==> config.mk <==
export PLATFORM = sky130hd
export DESIGN_NAME = spi_memory_cmd_decoder
export DESIGN_NICKNAME = d
export VERILOG_FILES = /design/src/rtl/spi_memory_cmd_decoder.sv
export SDC_FILE = /design/constraint.sdc
export NUM_CORES = 1
export LEC_CHECK = 0
export BUFFER_PORTS_ARGS = -buffer_cell sky130_fd_sc_hd__buf_2
export CAP_MARGIN = 40
export CELL_PAD_IN_SITES_DETAIL_PLACEMENT = 0
export CELL_PAD_IN_SITES_GLOBAL_PLACEMENT = 1
export CORE_ASPECT_RATIO = 0.7
export CORE_MARGIN = 5
export CORE_UTILIZATION = 40
export DETAILED_ROUTE_END_ITERATION = 8
export GPL_TIMING_DRIVEN = 0
export MAX_ROUTING_LAYER = met4
export PLACE_DENSITY_LB_ADDON = 0.1
export REMOVE_ABC_BUFFERS = 1
export SYNTH_ARGS = -nofsm -noshare
export SYNTH_HDL_FRONTEND = slang
export SYNTH_SLANG_ARGS = --single-unit
==> constraint.sdc <==
create_clock -name main_clock -period 4.3 [get_ports main_clock]
set_input_delay 0.43 -clock main_clock [delete_from_list [all_inputs] [get_ports main_clock]]
set_output_delay 0.43 -clock main_clock [all_outputs]
set_load 0.02 [all_outputs]
==> src/rtl/spi_memory_cmd_decoder.sv <==
// spi_memory_cmd_decoder
//   Turns the command/address/data strobes of spi_memory_slave (already in the
//   main_clock domain) into single-beat accesses on a simple req/ack memory
//   port. It also steers the slave's phase sequencing through expect_* and
//   insert_dummy_cycles, and supplies the byte the slave shifts out.
//   Supported commands: 0x02 WRITE, 0x03 READ, 0x0B FAST_READ, 0x05 STATUS,
//   0x9F READ_ID.
//
// Ports
//   main_clock, reset           clock, synchronous active-high reset
//   cmd, cmd_valid              command byte and its level qualifier
//   addr, addr_valid            address and its level qualifier
//   write_data, write_data_valid   written byte, rises once per byte
//   read_data_request           rises when the slave needs the next read byte
//   read_data_captured          rises when the slave has latched read_data
//   operation_in_progress       high while chip select is asserted
//   expect_addr/expect_write/expect_read/insert_dummy_cycles  phase control
//   read_data                   byte for the slave to transmit
//   mem_req/mem_we/mem_addr/mem_wdata  access request, held until mem_ack
//   mem_rdata, mem_ack          read data and one-cycle completion pulse
//   overrun                     sticky: trigger seen while an access was busy
module spi_memory_cmd_decoder #(
  parameter int                      ADDR_BYTES = 3,
  parameter int                      ID_BYTES   = 3,
  parameter logic [8*ID_BYTES-1:0]   ID_VALUE   = 24'hA5C001
) (
  input  logic                    main_clock,
  input  logic                    reset,
  input  logic [7:0]              cmd,
  input  logic                    cmd_valid,
  input  logic [8*ADDR_BYTES-1:0] addr,
  input  logic                    addr_valid,
  input  logic [7:0]              write_data,
  input  logic                    write_data_valid,
  input  logic                    read_data_request,
  input  logic                    read_data_captured,
  input  logic                    operation_in_progress,
  output logic                    expect_addr,
  output logic                    expect_write,
  output logic                    expect_read,
  output logic                    insert_dummy_cycles,
  output logic [7:0]              read_data,
  output logic                    mem_req,
  output logic                    mem_we,
  output logic [8*ADDR_BYTES-1:0] mem_addr,
  output logic [7:0]              mem_wdata,
  input  logic [7:0]              mem_rdata,
  input  logic                    mem_ack,
  output logic                    overrun
);

  localparam int AW    = 8 * ADDR_BYTES;
  localparam int IDX_W = (ID_BYTES > 1) ? $clog2(ID_BYTES) : 1;

  localparam logic [7:0] CMD_WRITE     = 8'h02;
  localparam logic [7:0] CMD_READ      = 8'h03;
  localparam logic [7:0] CMD_FAST_READ = 8'h0B;
  localparam logic [7:0] CMD_STATUS    = 8'h05;
  localparam logic [7:0] CMD_READ_ID   = 8'h9F;

  localparam logic [IDX_W-1:0] ID_LAST = IDX_W'(ID_BYTES - 1);

  typedef enum logic [2:0] {
    ST_IDLE   = 3'd0,
    ST_CMD    = 3'd1,
    ST_ADDR   = 3'd2,
    ST_DATA   = 3'd3,
    ST_STATUS = 3'd4,
    ST_ID     = 3'd5
  } state_t;

  // ID bytes are returned most-significant byte first.
  function automatic logic [7:0] id_byte(input logic [IDX_W-1:0] idx);
    return ID_VALUE[8*(ID_BYTES-1-int'(idx)) +: 8];
  endfunction

  state_t            state_q, state_d;
  logic              addr_valid_prev_q, wdv_prev_q, rdreq_prev_q, capt_prev_q, oip_prev_q;
  logic [AW-1:0]     ptr_q, ptr_d;
  logic              mem_req_q, mem_req_d;
  logic              mem_we_q, mem_we_d;
  logic [AW-1:0]     mem_addr_q, mem_addr_d;
  logic [7:0]        mem_wdata_q, mem_wdata_d;
  logic [7:0]        rbuf_q, rbuf_d;
  logic [IDX_W-1:0]  id_idx_q, id_idx_d;
  logic              overrun_q, overrun_d;

  logic addr_rise_s, wdv_rise_s, rdreq_rise_s, capt_rise_s, oip_rise_s, oip_fall_s;
  logic active_s, addr_cmd_s, busy_s;
  logic prefetch_trig_s, read_trig_s, write_trig_s, any_trig_s;
  logic [AW-1:0] trig_addr_s;

  assign addr_rise_s  = addr_valid & ~addr_valid_prev_q;
  assign wdv_rise_s   = write_data_valid & ~wdv_prev_q;
  assign rdreq_rise_s = read_data_request & ~rdreq_prev_q;
  assign capt_rise_s  = read_data_captured & ~capt_prev_q;
  assign oip_rise_s   = operation_in_progress & ~oip_prev_q;
  assign oip_fall_s   = ~operation_in_progress & oip_prev_q;

  // Outside a recognised chip-select window (including right after a reset
  // that landed mid-transaction) the slave is told nothing.
  assign active_s   = (state_q != ST_IDLE);
  assign addr_cmd_s = (cmd == CMD_WRITE) | (cmd == CMD_READ) | (cmd == CMD_FAST_READ);
  // An ack in the same cycle frees the port for a new trigger.
  assign busy_s     = mem_req_q & ~mem_ack;

  assign prefetch_trig_s = (state_q == ST_ADDR) & addr_rise_s & cmd_valid & (cmd == CMD_READ);
  assign read_trig_s     = (state_q == ST_DATA) & rdreq_rise_s & cmd_valid &
                           ((cmd == CMD_READ) | (cmd == CMD_FAST_READ));
  assign write_trig_s    = (state_q == ST_DATA) & wdv_rise_s & cmd_valid & (cmd == CMD_WRITE);
  assign any_trig_s      = prefetch_trig_s | read_trig_s | write_trig_s;
  // The prefetch fires in the same cycle the pointer is loaded, so use addr directly.
  assign trig_addr_s     = prefetch_trig_s ? addr : ptr_q;

  // Phase control to the slave, combinational so it is ready for the next SCK edge.
  always_comb begin
    expect_addr         = active_s & cmd_valid & addr_cmd_s;
    expect_write        = active_s & cmd_valid & (cmd == CMD_WRITE) & addr_valid;
    expect_read         = active_s & cmd_valid &
                          ((cmd == CMD_STATUS) | (cmd == CMD_READ_ID) |
                           (((cmd == CMD_READ) | (cmd == CMD_FAST_READ)) & addr_valid));
    insert_dummy_cycles = active_s & cmd_valid & (cmd == CMD_FAST_READ);
  end

  // Transmit byte selection: status word, ID byte, or fetched buffer.
  always_comb begin
    read_data = rbuf_q;
    if (active_s && cmd_valid && (cmd == CMD_STATUS)) begin
      read_data = {6'b000000, overrun_q, mem_req_q};
    end else if (active_s && cmd_valid && (cmd == CMD_READ_ID)) begin
      read_data = id_byte(id_idx_q);
    end else begin
      read_data = rbuf_q;
    end
  end

  // Transaction phase sequencing.
  always_comb begin
    state_d = state_q;
    if (!operation_in_progress) begin
      state_d = ST_IDLE;
    end else begin
      case (state_q)
        ST_IDLE: begin
          if (oip_rise_s) state_d = ST_CMD;
          else            state_d = ST_IDLE;
        end
        ST_CMD: begin
          if (cmd_valid) begin
            case (cmd)
              CMD_WRITE, CMD_READ, CMD_FAST_READ: state_d = ST_ADDR;
              CMD_STATUS:                         state_d = ST_STATUS;
              CMD_READ_ID:                        state_d = ST_ID;
              default:                            state_d = ST_CMD;
            endcase
          end else begin
            state_d = ST_CMD;
          end
        end
        ST_ADDR: begin
          if (addr_rise_s) state_d = ST_DATA;
          else             state_d = ST_ADDR;
        end
        ST_DATA:   state_d = ST_DATA;
        ST_STATUS: state_d = ST_STATUS;
        ST_ID:     state_d = ST_ID;
        default:   state_d = ST_IDLE;
      endcase
    end
  end

  // Memory access issue/retire, pointer, read buffer, ID index and overrun.
  always_comb begin
    ptr_d       = ptr_q;
    mem_req_d   = mem_req_q;
    mem_we_d    = mem_we_q;
    mem_addr_d  = mem_addr_q;
    mem_wdata_d = mem_wdata_q;
    rbuf_d      = rbuf_q;
    id_idx_d    = id_idx_q;
    overrun_d   = overrun_q;

    if (!operation_in_progress) begin
      ptr_d       = '0;
      mem_req_d   = 1'b0;
      mem_we_d    = 1'b0;
      mem_addr_d  = '0;
      mem_wdata_d = 8'h00;
      rbuf_d      = 8'h00;
      id_idx_d    = '0;
    end else begin
      if (mem_req_q && mem_ack) begin
        mem_req_d = 1'b0;
        if (!mem_we_q) rbuf_d = mem_rdata;
        else           rbuf_d = rbuf_q;
      end else begin
        mem_req_d = mem_req_q;
      end

      if ((state_q == ST_ADDR) && addr_rise_s) ptr_d = addr;
      else                                     ptr_d = ptr_q;

      if (any_trig_s) begin
        if (busy_s) begin
          overrun_d = 1'b1;
        end else begin
          mem_req_d  = 1'b1;
          mem_we_d   = write_trig_s;
          mem_addr_d = trig_addr_s;
          if (write_trig_s) mem_wdata_d = write_data;
          else              mem_wdata_d = mem_wdata_q;
          ptr_d      = trig_addr_s + AW'(1);
        end
      end else begin
        overrun_d = overrun_q;
      end

      if ((state_q == ST_ID) && capt_rise_s && (id_idx_q < ID_LAST)) id_idx_d = id_idx_q + IDX_W'(1);
      else                                                           id_idx_d = id_idx_q;
    end

    // Reading STATUS acknowledges the overrun once that transaction ends.
    if (oip_fall_s && (state_q == ST_STATUS)) overrun_d = 1'b0;
    else                                      overrun_d = overrun_d;
  end

  // State and datapath registers.
  always_ff @(posedge main_clock) begin
    if (reset) begin
      state_q           <= ST_IDLE;
      addr_valid_prev_q <= 1'b0;
      wdv_prev_q        <= 1'b0;
      rdreq_prev_q      <= 1'b0;
      capt_prev_q       <= 1'b0;
      // Preset high so a chip select already asserted across reset is not
      // mistaken for a new transaction.
      oip_prev_q        <= 1'b1;
      ptr_q             <= '0;
      mem_req_q         <= 1'b0;
      mem_we_q          <= 1'b0;
      mem_addr_q        <= '0;
      mem_wdata_q       <= 8'h00;
      rbuf_q            <= 8'h00;
      id_idx_q          <= '0;
      overrun_q         <= 1'b0;
    end else begin
      state_q           <= state_d;
      addr_valid_prev_q <= addr_valid;
      wdv_prev_q        <= write_data_valid;
      rdreq_prev_q      <= read_data_request;
      capt_prev_q       <= read_data_captured;
      oip_prev_q        <= operation_in_progress;
      ptr_q             <= ptr_d;
      mem_req_q         <= mem_req_d;
      mem_we_q          <= mem_we_d;
      mem_addr_q        <= mem_addr_d;
      mem_wdata_q       <= mem_wdata_d;
      rbuf_q            <= rbuf_d;
      id_idx_q          <= id_idx_d;
      overrun_q         <= overrun_d;
    end
  end

  assign mem_req   = mem_req_q;
  assign mem_we    = mem_we_q;
  assign mem_addr  = mem_addr_q;
  assign mem_wdata = mem_wdata_q;
  assign overrun   = overrun_q;

endmodule

==> reports/metrics.csv, run 1 <==
stage;metric;value;unit
cts;H-tree lvl count;3;
power_and_ir_drop;leakage power;2.06;nW
yosys;count leader, synth;nand2_1;
sta;fmax;252;MHz
sta;Worst Max-Slew Pin Slew;0.895;ns
yosys;Yosys top cell area share;33.3;%
cells_and_area;Final Cell Area;5640;um2
worst_hold_path;worst hold stages;2;
cts;CTS tree;built;
cells_and_area;fill count;1108;
yosys;Yosys reg bits;77;
floorplanning;io pins;104;
setup_path;WP data arrival;4.21;ns
floorplanning;Die Area;13900;um2
setup_path;WS Path Type;register to register;
floorplanning;placeable core area;11200;um2
setup_path;critical path, cell by cell;nor4bb_1 -> and4_4 -> buf_16 -> nand2_1 -> nand2_1 -> ha_1 -> nand3_1 -> nor4_1 -> mux2_2 -> nand4_1 -> xor2_1 -> a221oi_1;
setup_path;Worst Setup SP;state_q[1];
setup_path;Worst Reg-to-Reg Cells;12;
setup_path;CP Capture Type;register;
yosys;Primary FF master, synth;dfxtp_1;
cells_and_area;# nets final;747;
cells_and_area;Core Util, Final;50.5;%
sta;Slew HR;40.2;%
place;IO Port Bufs;103;
setup_path;reg-to-reg critical path startpoint;state_q[1];
power_and_ir_drop;Tot Pwr;0.00165;W
yosys;ys async rst share;0;%
floorplanning;starting density of the core;41.5;%
job;max_cap viols;0;
outcome;status;finished, final reports clean;
cts;clk buf depth;2;
setup_path;Worst Path Buf+Inv;1;
setup_path;Worst Setup EP;ptr_q[22];
cts;cts hold-fix bufs;0;
cts;clock-pin slew on the worst setup and hold paths;0.06;ns
global_routing;total gr overflow;0;
global_routing;initial antenna violation count;0;
setup_path;critical path's top delay family;simple AND/OR/NAND/NOR gates;
route;DRC errors left;0;
yosys;synth top area cells;dfxtp_1 33%, nand2_1 7.0%, nor2_1 6.8%, mux2i_1 6.7%, a21oi_1 3.9%;
setup_path;Critical-path top delay cell;dfxtp_1;
sta;clock skew;0.00603;ns
route;Routed Wire Length;14900;um
route;DRT antenna net count;0;
setup_path;Worst Setup Start Kind;register;
yosys;yosys synthesis warning count;0;
route;detailed router's first-iteration violation count;406;
route;drt wl/cell;17.7;um
cts;Root Driver;clkbuf_16;
sta;final hold vios;0;
floorplanning;width of the die;139;um
setup_path;CP required;4.55;ns
yosys;Mean Syn Cell Area;7.71;um2
sta;Final Max Slew Viols;0;
yosys;Distinct cells, synth;65;
yosys;Mapped Cells;601;
floorplanning;cell row count;32;
cts;clk_lat worst skew;0.34;ns
yosys;dominant cell type by area after synthesis;dfxtp_1;
sta;RSZ-0062 raised after global routing;false;
yosys;Syn Std Cell Area;4640;um2
power_and_ir_drop;Cell Pwr Density;292;nW/um2
cts;Num CTS Buffers;9;
power_and_ir_drop;Peak VDD IR;0.195;mV
cts;clk sinks;77;
cells_and_area;P&R area growth vs syn;21.7;%
route;via count;4776;
global_routing;first-pass GRT wire length;24500;um
global_routing;vias in the first global route;4757;
sta;Final setup viols;0;
setup_path;slowest cell delay on critical path;0.51;ns
place;Placed Area;5310;um2
sta;Final min period;3.96;ns
cts;CTS resizes;0;
yosys;Post-synth EDFFs;0;
route;Vias/cell;5.66;
setup_path;stages on the worst setup path;12;
yosys;top cells by count, synth;86 x nand2_1, 84 x nor2_1, 77 x dfxtp_1;
setup_path;Reg2Reg Capture Point;ptr_q[22];
floorplanning;die height;100;um
place;GPL Wtd Cong;0.880;
global_routing;pin count of the biggest net entering global routing;36;
worst_hold_path;Hold Path Class;input pin to register;
setup_path;cell mode on critical path;nand2_1;
sta;Tcrit/Tclk final;92.1;%
place;dpl hpwl;11000;um
route;DRT Pass-1 Iters;5;
setup_path;FF-to-FF setup slack;0.34;ns
cells_and_area;share of post-route cells with drive strength above 1;22.6;%
cells_and_area;# diodes;0;
cts;Post-CTS Setup Inserts;0;
yosys;sequential area share after synthesis;33.3;%
global_routing;GRT Resource Usage Total;22.2;%
setup_path;CP Max Fanout;23;
[worst register-to-register path, stage by stage (launching register included)]
cell and delay (ns):
dfxtp_1 0.51, nor4bb_1 0.45, and4_4 0.48, buf_16 0.22, nand2_1 0.08, nand2_1 0.09, ha_1 0.41, nand3_1 0.23
nor4_1 0.45, mux2_2 0.30, nand4_1 0.18, xor2_1 0.19, a221oi_1 0.27
[kinds of logic (layout without fill, tap and decap cells)]
kind of cell,count (synthesis),after routing,synth area share [%]
buffers and inverters,51,141,5.34
adders and majority gates,4,4,1.08
DFF,77,77,33.3
muxes,36,36,7.91
AOI/OAI and AO/OA,125,125,19.6
and+or+nand+nor,292,292,29.8
xor gates and xnor gates,16,16,3.02
[power breakdown]
group / switching [W] / total (W) / internal (W)
Sequential: 0.00000174 / 0.000718 / 0.000716
Clock: 0.000326 / 0.000837 / 0.000510
Combinational: 0.0000575 / 0.0000920 / 0.0000345
[how the worst min path moves through the flow]
| stage | start | to |
|---|---|---|
| 2_1_floorplan | rbuf_q[3] | rbuf_q[3] |
| 3_3_place_gp | mem_addr[15] | mem_addr[15] |
| 3_5_place_dp | mem_addr[15] | mem_addr[15] |
| 4_1_cts | write_data_valid | wdv_prev_q |
| 5_1_grt | read_data_request | rdreq_prev_q |
| 6_report | write_data_valid | wdv_prev_q |
[routing by layer]
metal | track usage [%] | vias up | wire length, um
li1 | - | 2347 | -
met1 | 31.6 | 2233 | 7420
met2 | 31.6 | 180 | 6200
met3 | 5.67 | 16 | 1140
met4 | 5.04 | 0 | 137
met5 | - | - | 0
[metrics by stage]
stage	setup WS, ns	hold WS (ns)	setup TNS, ns	instances
after floorplan	0.585	0.455	0	561
after global placement	-0.759	0.444	-4.88	817
after detailed placement	-0.0797	0.445	-0.0887	828
after CTS	0.230	0.311	0	844
after global routing	0.123	0.320	0	844
final	0.338	0.314	0	844
[flip-flops by register name, indices dropped and copies added (netlist names)]
signal / flops
state_q: 3
mem_req: 1
ptr_q: 24
rbuf_q: 8
overrun: 1
addr_valid_prev_q: 1
mem_wdata: 8
id_idx_q: 2
capt_prev_q: 1
oip_prev_q: 1
rdreq_prev_q: 1
wdv_prev_q: 1
mem_we: 1
mem_addr: 24
[layout make-up]
cell class,instances,area [um2],share of cell area [%]
Timing Repair Buffer,114,673,11.9
Multi-Input combinational cell,473,2870,50.9
Inverter,11,41.3,0.732
Clock buffer,9,225,3.99
Sequential cell,77,1540,27.3
Clock inverter,7,98.8,1.75
Tap cell,153,191,3.39
[layout by cell type, fill, tap and decap left out, drive strengths merged, types with 3 or more instances in the layout]
cell type	Yosys	final
a2111oi	6	6
a211oi	12	12
a21o	3	3
a21oi	39	39
a221o	3	3
a311oi	15	15
a31oi	3	3
and2	3	3
and3	9	9
buf	23	114
clkbuf	17	9
clkinvlp	0	4
dfxtp	77	77
ha	4	4
inv	11	12
mux2	5	5
mux2i	31	31
nand2	87	87
nand2b	5	5
nand3	28	28
nand3b	3	3
nand4	16	16
nor2	84	84
nor2b	7	7
nor3	22	22
nor4	11	11
o2111a	3	3
o21a	3	3
o21ai	18	18
or3	3	3
xnor2	7	7
xor2	9	9
(Power assumes the default switching activity.)
==> run 2, diff against run 1 <==
--- a/config.mk
+++ b/config.mk
@@ -16,6 +16,7 @@
 export GPL_TIMING_DRIVEN = 0
 export MAX_ROUTING_LAYER = met4
 export PLACE_DENSITY_LB_ADDON = 0.1
+export RECOVER_POWER = 100
 export REMOVE_ABC_BUFFERS = 1
 export SYNTH_ARGS = -nofsm -noshare
 export SYNTH_HDL_FRONTEND = slang
==> run 2 against run 1 <==
  * The flow now finishes with violations (capacitance limit, slew limit)
  * Hold slack lost 0.00089 ns
  * Combinational power shrank 4.0%
  * Routed wire length increased by 0.29%
  * Non-clock buffer count unchanged
  * Design area is 2.9% lower
  * Critical path type unchanged
==> reports/metrics.csv, run 2 (synthesis results as in run 1) <==
stage;metric;value;unit
global_routing;pin count of the biggest net entering global routing;36;
floorplanning;placeable core area;11200;um2
sta;Tcrit/Tclk final;91.6;%
cells_and_area;fill count;1141;
global_routing;vias in the first global route;4757;
setup_path;CP required;4.55;ns
cells_and_area;P&R area growth vs syn;18.2;%
floorplanning;die height;100;um
sta;WHS;0.313;ns
cts;clk sinks;77;
setup_path;WS Path Type;register to register;
setup_path;critical path, cell by cell;nor4bb_1 -> and4_4 -> buf_16 -> nand2_1 -> nand2_1 -> ha_1 -> nand3_1 -> nor4_1 -> mux2_2 -> nand4_1 -> xor2_1 -> a221oi_1;
cells_and_area;# diodes;0;
floorplanning;width of the die;139;um
sta;setup TNS;0;ns
job;max_cap viols;2;
route;DRT Pass-1 Iters;5;
route;Routed Wire Length;14900;um
global_routing;initial antenna violation count;0;
sta;clock skew;0.00545;ns
setup_path;Critical-path top delay cell;dfxtp_1;
setup_path;WP data arrival;4.19;ns
setup_path;cell mode on critical path;nand2_1;
cts;Root Driver;clkbuf_16;
setup_path;slowest cell delay on critical path;0.51;ns
power_and_ir_drop;Peak VDD IR;0.196;mV
sta;final hold vios;0;
floorplanning;Die Area;13900;um2
cells_and_area;commonest non-fill, non-tap cell in the layout;nand2_1;
route;WL met1;7500;um
route;Vias/cell;5.66;
route;drt wl/cell;17.7;um
cts;H-tree lvl count;3;
cells_and_area;commonest cells after routing, fill and taps aside;87 x nand2_1, 84 x nor2_1, 77 x dfxtp_1, 55 x buf_2, 51 x clkbuf_1;
cts;clock-pin slew on the worst setup and hold paths;0.06;ns
route;Max Used Layer;met4;
cts;cts hold-fix bufs;0;
route;met3 wire len;1140;um
cells_and_area;register area;1540;um2
outcome;status;complete, but fails checks;
cts;Num CTS Buffers;9;
cells_and_area;area of the multi-input gates;2820;um2
setup_path;CP Capture Type;register;
sta;Final min period;3.94;ns
sta;Final Max Slew Viols;68;
cts;clk buf depth;2;
global_routing;total gr overflow;0;
place;Placed Area;5310;um2
sta;RSZ-0062 raised after global routing;false;
outcome;failing checks;capacitance limit, slew limit;
floorplanning;cell row count;32;
power_and_ir_drop;leakage power;1.82;nW
worst_hold_path;Hold Path Class;input pin to register;
sta;Worst Max-Slew Pin Slew;1.63;ns
cells_and_area;Final Cell Area;5480;um2
route;metal2 WL;6180;um
global_routing;GRT Resource Usage Total;22.2;%
place;GPL Wtd Cong;0.880;
setup_path;Worst Setup Start Kind;register;
sta;Slew HR;-8.44;%
setup_path;CP Max Fanout;23;
cells_and_area;# nets final;747;
route;detailed router's first-iteration violation count;425;
sta;Final setup viols;0;
cells_and_area;share of post-route cells with drive strength above 1;14.0;%
power_and_ir_drop;Cell Pwr Density;300;nW/um2
route;DRT antenna net count;0;
sta;fmax;254;MHz
cts;clk_lat worst skew;0.35;ns
place;dpl hpwl;11000;um
place;IO Port Bufs;103;
global_routing;first-pass GRT wire length;24500;um
route;via count;4779;
floorplanning;starting density of the core;41.5;%
cts;CTS tree;built;
floorplanning;io pins;104;
route;DRC errors left;0;
run 2: final timing paths:
| path | endpoint | from | slack (ns) | depth (start not counted) |
|---|---|---|---|---|
| hold / removal | wdv_prev_q | write_data_valid | 0.31 | 2 |
| setup / recovery | ptr_q[22] | state_q[1] | 0.36 | 12 |
| hold reg to reg | mem_addr[23] | mem_addr[23] | 0.47 | 2 |
| setup reg to reg | ptr_q[22] | state_q[1] | 0.36 | 12 |
run 2: report_power, final:
part / internal (W) / total, W / switching (W) / leakage, nW
Sequential: 0.000716 / 0.000718 / 0.00000179 / 0.621
Clock: 0.000510 / 0.000837 / 0.000327 / 0.144
Combinational: 0.0000323 / 0.0000883 / 0.0000560 / 1.05
Total: 0.00126 / 0.00164 / 0.000385 / 1.82
run 2: cell type report:
cell class / count / share of cell area, %
inverter: 11 / 0.754
tap: 153 / 3.49
multi-input combinational: 473 / 51.4
sequential: 77 / 28.1
timing repair buffer: 114 / 10.3
clock buffer: 9 / 4.11
clock inverter: 7 / 1.80
run 2: critical path: cells and delay by family, from the launching register on:
| family | cells | cell delay [ns] |
|---|---|---|
| and+or+nand+nor | 7 | 1.94 |
| DFF | 1 | 0.51 |
| adders and majority gates | 1 | 0.41 |
| xor gates and xnor gates | 1 | 0.19 |
| buffers and inverters | 1 | 0.22 |
| AOI/OAI and AO/OA | 1 | 0.27 |
| muxes | 1 | 0.30 |
run 2: per-layer routing:
metal,vias to the layer above,track usage (%)
met5,-,-
met4,0,5.04
met3,14,5.67
met2,199,31.6
met1,2219,31.6
li1,2347,-
run 2: metrics by stage:
stage          utilization, %  power [W]  std cells  worst slack (ns)
4_1_cts                  50.4    0.00165        844             0.230
3_5_place_dp             47.5   0.000824        828           -0.0797
2_1_floorplan               -   0.000763        561             0.585
6_report                 49.0    0.00164        844             0.361
5_1_grt                  49.0    0.00169        844            0.0736
3_3_place_gp             46.0   0.000819        817            -0.759
run 2: what timing repair did:
action / in CTS / in global routing
buffers inserted: 0 / 0
gates resized for setup: 0 / 2
setup endpoints to repair: 0 / 1
==> run 3, diff against run 2 <==
--- a/config.mk
+++ b/config.mk
@@ -16,7 +16,7 @@
 export GPL_TIMING_DRIVEN = 0
 export MAX_ROUTING_LAYER = met4
 export PLACE_DENSITY_LB_ADDON = 0.1
-export RECOVER_POWER = 100
+export RECOVER_POWER = 25
 export REMOVE_ABC_BUFFERS = 1
 export SYNTH_ARGS = -nofsm -noshare
 export SYNTH_HDL_FRONTEND = slang
==> run 3 against run 2 <==
  * The flow now finishes without violations
  * Highest routed layer unchanged
  * Global-route usage is the same
  * Via count rose by 0.25%
  * Cell count unchanged
  * Core utilization rose by 1.2 points
  * Flip-flop and latch count did not move
  * Design area grew 2.4%
==> reports/metrics.csv, run 3 (synthesis results as in run 1) <==
stage;metric;value;unit
global_routing;vias in the first global route;4757;
job;max_cap viols;0;
cells_and_area;# nets final;747;
sta;Slew HR;41.0;%
cts;Post-CTS Setup Inserts;0;
setup_path;reg-to-reg critical path startpoint;state_q[1];
cells_and_area;fin cells;844;
cts;clk_lat worst skew;0.35;ns
route;via count;4791;
route;Vias/cell;5.68;
cells_and_area;P&R area growth vs syn;21.0;%
route;DRT antenna net count;0;
global_routing;total gr overflow;0;
floorplanning;die height;100;um
setup_path;critical path's top delay family;simple AND/OR/NAND/NOR gates;
global_routing;GRT Resource Usage Total;22.2;%
setup_path;FF-to-FF setup slack;0.35;ns
route;DRT Pass-1 Iters;5;
setup_path;CP Capture Type;register;
cts;CTS tree;built;
worst_hold_path;Hold Path Sink;wdv_prev_q;
setup_path;cell mode on critical path;nand2_1;
sta;fmax;253;MHz
cells_and_area;fill count;1109;
route;DRC errors left;0;
route;detailed router's first-iteration violation count;412;
setup_path;WS Path Type;register to register;
worst_hold_path;Hold Path Class;input pin to register;
sta;Final setup viols;0;
setup_path;Worst Setup Start Kind;register;
global_routing;pin count of the biggest net entering global routing;36;
place;dpl hpwl;11000;um
sta;final hold vios;0;
route;drt wl/cell;17.7;um
sta;clock skew;0.00586;ns
cts;Num CTS Buffers;9;
sta;Tcrit/Tclk final;91.9;%
setup_path;Worst Path Buf+Inv;1;
cells_and_area;commonest cells after routing, fill and taps aside;86 x nand2_1, 84 x nor2_1, 77 x dfxtp_1, 76 x buf_2, 36 x a21oi_1;
cells_and_area;Core Util, Final;50.2;%
setup_path;Reg2Reg Capture Point;ptr_q[22];
setup_path;slowest cell delay on critical path;0.50;ns
sta;Final Max Slew Viols;0;
setup_path;WP data arrival;4.20;ns
setup_path;Worst Reg-to-Reg Cells;12;
setup_path;critical path, cell by cell;nor4bb_1 -> and4_4 -> buf_16 -> nand2_1 -> nand2_1 -> ha_1 -> nand3_1 -> nor4_1 -> mux2_2 -> nand4_1 -> xor2_1 -> a221oi_1;
sta;Final min period;3.95;ns
cts;clock-pin slew on the worst setup and hold paths;0.06;ns
cts;CTS resizes;0;
floorplanning;placeable core area;11200;um2
floorplanning;starting density of the core;41.5;%
place;IO Port Bufs;103;
global_routing;initial antenna violation count;0;
cells_and_area;# diodes;0;
cts;cts hold-fix bufs;0;
route;Routed Wire Length;14900;um
sta;setup TNS;0;ns
global_routing;first-pass GRT wire length;24500;um
cells_and_area;commonest non-fill, non-tap cell in the layout;nand2_1;
setup_path;Critical-path top delay cell;dfxtp_1;
floorplanning;cell row count;32;
sta;Worst Max-Slew Pin Slew;0.883;ns
cts;H-tree lvl count;3;
cells_and_area;share of post-route cells with drive strength above 1;18.7;%
cts;clk sinks;77;
power_and_ir_drop;leakage power;1.94;nW
floorplanning;io pins;104;
place;dpl cells;828;
power_and_ir_drop;Cell Pwr Density;294;nW/um2
power_and_ir_drop;Peak VDD IR;0.194;mV
cts;Root Driver;clkbuf_16;
setup_path;CP Max Fanout;23;
setup_path;CP required;4.55;ns
cts;clk buf depth;2;
sta;RSZ-0062 raised after global routing;false;
worst_hold_path;Hold Crit Start;write_data_valid;
floorplanning;width of the die;139;um
worst_hold_path;worst hold stages;2;
place;GPL Wtd Cong;0.880;
outcome;status;finished, final reports clean;
floorplanning;Die Area;13900;um2
## run 3: cell count changes in the layout (fill, tap and decap cells not counted), moves of 4 or more
cell	delta
a2111oi_0	-4
a2111oi_2	+4
buf_2	+21
clkbuf_1	-24
## run 3: worst max path at each step
stage | startpoint | endpoint | slack (ns) | depth (start not counted)
floorplan | cmd[5] | ptr_q[20] | 0.59 | 11
global placement | cmd[5] | ptr_q[20] | -0.76 | 12
detailed placement | cmd[5] | ptr_q[22] | -0.08 | 13
CTS | state_q[1] | ptr_q[22] | 0.23 | 12
global route | state_q[1] | ptr_q[22] | 0.12 | 12
finish | state_q[1] | ptr_q[22] | 0.35 | 12
## run 3: where the power goes
part	internal, W	total, W	switching (W)
clock	0.000510	0.000837	0.000327
sequential	0.000716	0.000718	0.00000177
combinational	0.0000344	0.0000918	0.0000575
total	0.00126	0.00165	0.000386
## run 3: cell type report
type                       count  area (um2)  area share (%)
sequential                    77        1540            27.5
tap                          153         191            3.41
clock inverter                 7        98.8            1.76
clock buffer                   9         225            4.02
multi-input combinational    473        2870            51.2
inverter                      11        41.3           0.736
timing repair buffer         114         639            11.4
## run 3: metrics by stage
stage	cell area, um2	setup slack (ns)	hold slack, ns	power (W)
4_1_cts	5630	0.230	0.311	0.00165
3_3_place_gp	5140	-0.759	0.444	0.000819
5_1_grt	5610	0.123	0.320	0.00170
6_report	5610	0.347	0.309	0.00165
3_5_place_dp	5310	-0.0797	0.445	0.000824
2_1_floorplan	4430	0.585	0.455	0.000763
## run 3: layer usage
layer	GRT usage (%)	part of all wire, %
met1	31.6	50
met3	5.67	7.8
met5	-	0
met2	31.6	41
met4	5.04	0.96
